`src/rtl/retune_sequencer.sv`:
```
// Retune sequencer: mutes the sample stream, applies a new NCO/CIC/FIR config, discards settle samples.
// Optional drop counter port drop_cnt_o is built when RETUNE_DROP_CNT_EN is defined.
module retune_sequencer #(
  parameter int SETTLE_SAMPLES = 8,
  parameter int MAX_RATE_DIV   = 5,
  parameter int SAMPLE_WIDTH   = 32
) (
  input  logic                    clk,
  input  logic                    reset,
  input  logic [31:0]             cfg_i,
  input  logic [31:0]             phi_inc_i,
  input  logic [SAMPLE_WIDTH-1:0] sample_data_i,
  input  logic                    sample_valid_i,
  input  logic                    sample_ready_i,
  output logic [31:0]             phi_inc_o,
  output logic [3:0]              cic_rate_div_o,
  output logic [4:0]              cic_out_gain_o,
  output logic [4:0]              fir_out_gain_o,
  output logic [7:0]              led_o,
  output logic [SAMPLE_WIDTH-1:0] sample_data_o,
  output logic                    sample_valid_o,
  output logic                    busy_o
`ifdef RETUNE_DROP_CNT_EN
  ,
  output logic [15:0]             drop_cnt_o
`endif
);

  localparam int CW = (SETTLE_SAMPLES > 0) ? $clog2(SETTLE_SAMPLES + 1) : 1;
  localparam logic [3:0] MAX_RD = 4'(MAX_RATE_DIV);

  typedef enum logic [1:0] {MUTE, APPLY, SETTLE, RUN} state_t;

  typedef struct packed {
    logic [4:0] fir_gain;
    logic [4:0] cic_gain;
    logic [3:0] rate_req;
  } tune_cfg_t;

  state_t          state;
  logic [3:0]      rate_req;
  logic [CW-1:0]   cnt;
  logic            change;
  tune_cfg_t       req_cfg;
  tune_cfg_t       cur_cfg;

  // Rate divider is compared pre-clamp so re-driving an out-of-range value is not a change.
  assign req_cfg = tune_cfg_t'(cfg_i[21:8]);
  assign cur_cfg = '{fir_gain: fir_out_gain_o, cic_gain: cic_out_gain_o, rate_req: rate_req};
  assign change  = (req_cfg != cur_cfg) || (phi_inc_i != phi_inc_o);

  always_ff @(posedge clk or posedge reset) begin
    if (reset) begin
      state          <= MUTE;
      busy_o         <= 1'b1;
      phi_inc_o      <= '0;
      cic_rate_div_o <= '0;
      cic_out_gain_o <= '0;
      fir_out_gain_o <= '0;
      rate_req       <= '0;
      cnt            <= '0;
    end else begin
      case (state)
        RUN: begin
          if (change) begin
            state  <= MUTE;
            busy_o <= 1'b1;
          end
        end
        MUTE: begin
          state  <= APPLY;
          busy_o <= 1'b1;
        end
        APPLY: begin
          phi_inc_o      <= phi_inc_i;
          cic_out_gain_o <= req_cfg.cic_gain;
          fir_out_gain_o <= req_cfg.fir_gain;
          rate_req       <= req_cfg.rate_req;
          cic_rate_div_o <= (req_cfg.rate_req > MAX_RD) ? MAX_RD : req_cfg.rate_req;
          cnt            <= CW'(SETTLE_SAMPLES);
          state          <= SETTLE;
          busy_o         <= 1'b1;
        end
        SETTLE: begin
          if (change) begin
            state  <= MUTE;
            busy_o <= 1'b1;
          end else if (cnt == '0) begin
            state  <= RUN;
            busy_o <= 1'b0;
          end else if (sample_valid_i) begin
            cnt <= cnt - 1'b1;
          end
        end
        default: begin
          state  <= MUTE;
          busy_o <= 1'b1;
        end
      endcase
    end
  end

  always_ff @(posedge clk or posedge reset) begin
    if (reset) begin
      led_o          <= '0;
      sample_data_o  <= '0;
      sample_valid_o <= 1'b0;
    end else begin
      led_o          <= cfg_i[7:0];
      sample_data_o  <= sample_data_i;
      sample_valid_o <= sample_valid_i && (state == RUN);
    end
  end

`ifdef RETUNE_DROP_CNT_EN
  logic [1:0]  drop_inc;
  logic [16:0] drop_sum;

  // A gated input and a forwarded-but-unaccepted output can both happen in one cycle.
  assign drop_inc = 2'(sample_valid_i && (state != RUN)) + 2'(sample_valid_o && !sample_ready_i);
  assign drop_sum = {1'b0, drop_cnt_o} + 17'(drop_inc);

  always_ff @(posedge clk or posedge reset) begin
    if (reset) drop_cnt_o <= '0;
    else       drop_cnt_o <= drop_sum[16] ? 16'hFFFF : drop_sum[15:0];
  end

  logic unused_cfg;
  assign unused_cfg = ^cfg_i[31:22];
`else
  logic unused_cfg;
  assign unused_cfg = ^{cfg_i[31:22], sample_ready_i};
`endif

endmodule

```
`config.mk`:
```
export PLATFORM = sky130hd
export DESIGN_NAME = retune_sequencer
export DESIGN_NICKNAME = d
export VERILOG_FILES = /design/src/rtl/retune_sequencer.sv
export SDC_FILE = /design/constraint.sdc
export NUM_CORES = 1
export LEC_CHECK = 0
export CORE_MARGIN = 2
export CORE_UTILIZATION = 40
export DETAILED_ROUTE_END_ITERATION = 8
export GPL_ROUTABILITY_DRIVEN = 0
export PLACE_DENSITY = 0.77
export REMOVE_ABC_BUFFERS = 1
export SETUP_SLACK_MARGIN = 0.02
export SLEW_MARGIN = 20
export SYNTH_ARGS = -nofsm -noshare
export SYNTH_HDL_FRONTEND = slang
export SYNTH_SLANG_ARGS = --single-unit
```
`constraint.sdc`:
```
create_clock -name clk -period 4.1 [get_ports clk]
set_clock_uncertainty 0.05 [all_clocks]
set_input_delay 0.615 -clock clk [delete_from_list [all_inputs] [get_ports clk]]
set_output_delay 0.615 -clock clk [all_outputs]
set_load 0.05 [all_outputs]
```
==> metrics.md <==
| Metric | Value |
|---|---|
| Status | finished, final reports clean |
| Slew Limit Fails | 0 |
| Largest net degree at the start of global routing | 54 |
| Synthesized cell area | approximately 0.0038 mm2 |
| Final #Nets | 634 |
| Final Util | 0.6421 |
| Area Overhead vs Synth | 55.78% |
| Hold Vio Cnt, Final | 0 |
| Library cells used by synthesis | 28 |
| Setup crit start kind | flop |
| Max H-tree Level | 3 |
| Die height | 101.6 um |
| Core area | 0.009240 mm2 |
| Top cell type's share of synthesized area | 0.6373 |
| Initial antenna violation count | 0 |
| I/O Buffers | 176 |
| Slew headroom | 0.2940 |
| Endpoint class of the critical path | output port |
| Hold buffer count at cts | 0 |
| Detailed Route WL | 9.902 mm |
| Power per cell area | between 300 and 400 mW/mm2 |
| IO Count | 188 |
| Total grt overflow | 0 |
| Via count of the routed design | 3,083 |
| First-pass GRT wire length | ~15 mm |
| Largest cells by area after synthesis | dfrtp_1 64%, nand2_1 14%, xnor2_1 11% |
| Overall global routing resource usage | 0.1946 |
| Clock Latency Late Sink | 0.35 ns |
| Worst hold path class | flop to flop |
| CTS root buf | clkbuf_8 |
| # rows | 35 |
| FF+latch count, synth | 98 |
| Fmax | approximately 0.42 GHz |
| Antenna Nets Post-Route | 0 |
| Critical path cell sequence | clkdlybuf4s50_1 |
| Critical Path Max Stage Delay | 0.81 ns |
| Syn. warnings | 0 |
| Commonest cells in the netlist | 144 x nand2_1, 97 x dfrtp_1, 46 x xnor2_1 |
| Final setup fails | 0 |
| Placed wire-length estimate | between 7 and 8 mm |
| Layout cells sized above 1 | 0.05773 |
| Peak VDD IR | 240.8 uV |
| Cell leakage power | 2.562 nW |
| Most frequently used flop master after synthesis | dfrtp_1 |
| Slew @ Worst Pin | 1.059 ns |
| Area after DPL | 0.005712 mm2 |
| WL/cell | 14.87 um |
| Crit path buf inv count | 1 |
| Period utilization | 0.5760 |
| CTS clk-pin slew, worst paths | 0.09 ns |
| Die width | 101.6 um |
| DRT Pass-1 Iters | 4 |
| MaxCap Viol Count | 0 |
| Cts bufs inserted | 9 |
| RSZ-0062 raised after global routing | false |
| Setup TNS Final | 0 ns |
| FFs w/ async S/R, synth | 1.000 |
| Via count of the first global-routing pass | 3,094 |
| CTS tree | yes |
| Crit-path leading delay family | buffers and inverters |
| Post-cts resize count | 0 |
| Critical path's slowest cell | clkdlybuf4s50_1 |
| Crit Path Class | flop to output port |
| Crit path required time | 3.43 ns |
| DRC violations left | 0 |
| Post-Layout Inst Area | 0.005933 mm2 |
| Synth area leader | dfrtp_1 |
| Initial DRC Count | 129 |
| Number of diodes | 0 |
| Post-synth EDFFs | 0 |
| Seq/Total Area, Yosys | 0.6442 |
| Syn_area_per_cell | 10.76 um2 |
| CTS Sinks | 98 |
| Top-count cell post-synth | nand2_1 |
| Post-CTS setup buffers | 0 |
| Crit-path max FO | 2 |
| Synthesized instance count | 354 |
| Initial Utilization | 0.4122 |
| Die area | 0.01032 mm2 |
| Max clock buf depth | 2 |
| Crit path DAT | 1.70 ns |
| Tmin final | roughly 2.4 ns |
| Via density | approximately 4.6 |
## state kept, by name, indices dropped and copies added (netlist names)
register	count
cnt	4
sample_valid_o	1
fir_out_gain_o	5
led_o	8
cic_rate_div_o	4
sample_data_o	32
phi_inc_o	32
rate_req	4
state	2
cic_out_gain_o	5
busy_o	1
## power breakdown
part	switching [mW]	internal, mW	total (mW)	leakage (nW)
Clock	0.348	0.251	0.599	0.0973
Combinational	0.248	0.185	0.433	1.31
Sequential	0.0285	1.01	1.04	1.15
## per-stage QoR
| stage | hold WS [ns] | cells | worst slack [ns] | power, mW |
|---|---|---|---|---|
| after global routing | 0.4785 | 666 | 1.627 | 2.169 |
| after CTS | 0.4584 | 665 | 1.718 | 2.103 |
| after detailed placement | 0.4341 | 649 | 1.408 | 1.495 |
| final | 0.4528 | 666 | 1.738 | 2.071 |
| after floorplan | 0.4165 | 342 | 0.8746 | 1.285 |
| after global placement | 0.4161 | 649 | 1.496 | 1.488 |
## path summary, 6_finish.rpt
kind / from / end / cells after the start / slack [ns]
min: cic_rate_div_o[0]$_DFFE_PP0P_ / cic_rate_div_o[0]$_DFFE_PP0P_ / 2 / 0.45
min in group asynchronous: reset / sample_data_o[19]$_DFF_PP0_ / 2 / 0.65
max in group asynchronous: reset / busy_o$_DFFE_PP1P_ / 3 / 2.53
max reg2reg: state[1]$_DFFE_PP0P_ / cic_rate_div_o[1]$_DFFE_PP0P_ / 3 / 2.08
max: busy_o$_DFFE_PP1P_ / busy_o / 1 / 1.74
min reg2reg: cic_rate_div_o[0]$_DFFE_PP0P_ / cic_rate_div_o[0]$_DFFE_PP0P_ / 2 / 0.45
## routing by layer
metal | up-vias | wire length (um) | GRT usage
met1 | 1464 | 3813 | 0.2331
met5 | - | 0 | 0
met4 | 0 | 155 | 0.06133
met3 | 12 | 972 | 0.08144
met2 | 128 | 4961 | 0.3198
li1 | 1479 | - | -
## logic make-up (layout without fill, tap and decap cells)
logic type               after synthesis  after routing  share of synthesized area
adder cells (fa/ha/maj)                2              2                   0.006569
AO/OA/AOI/OAI                         13             13                    0.02234
XOR/XNOR                              46             46                     0.1058
AND/OR/NAND/NOR                      179            179                     0.2047
buffers and inverters                 16            199                    0.01643
flip-flops                            98             98                     0.6442
## placed cells by master, fill, tap and decap left out, drive strengths merged, types with 2 or more instances in the layout
cell | synthesis | final
nand2 | 144 | 144
clkbuf | 10 | 10
nor2 | 4 | 4
inv | 4 | 8
buf | 2 | 3
xnor2 | 46 | 46
nor3 | 3 | 3
o211ai | 3 | 3
o21ai | 6 | 6
nand3 | 5 | 5
dfrtp | 97 | 97
nand4 | 12 | 12
nor2b | 2 | 2
ha | 2 | 2
clkdlybuf4s50 | 0 | 176
nor4 | 3 | 3
## layout make-up
class	instances	area, um2
inverter	4	17.52
fill	735	3307
clock inverter	6	56.30
clock buffer	10	137.6
tap	129	161.4
timing repair buffer	179	1804
multi-input combinational	240	1303
sequential	98	2454
Power figures use the tool's default switching activity.
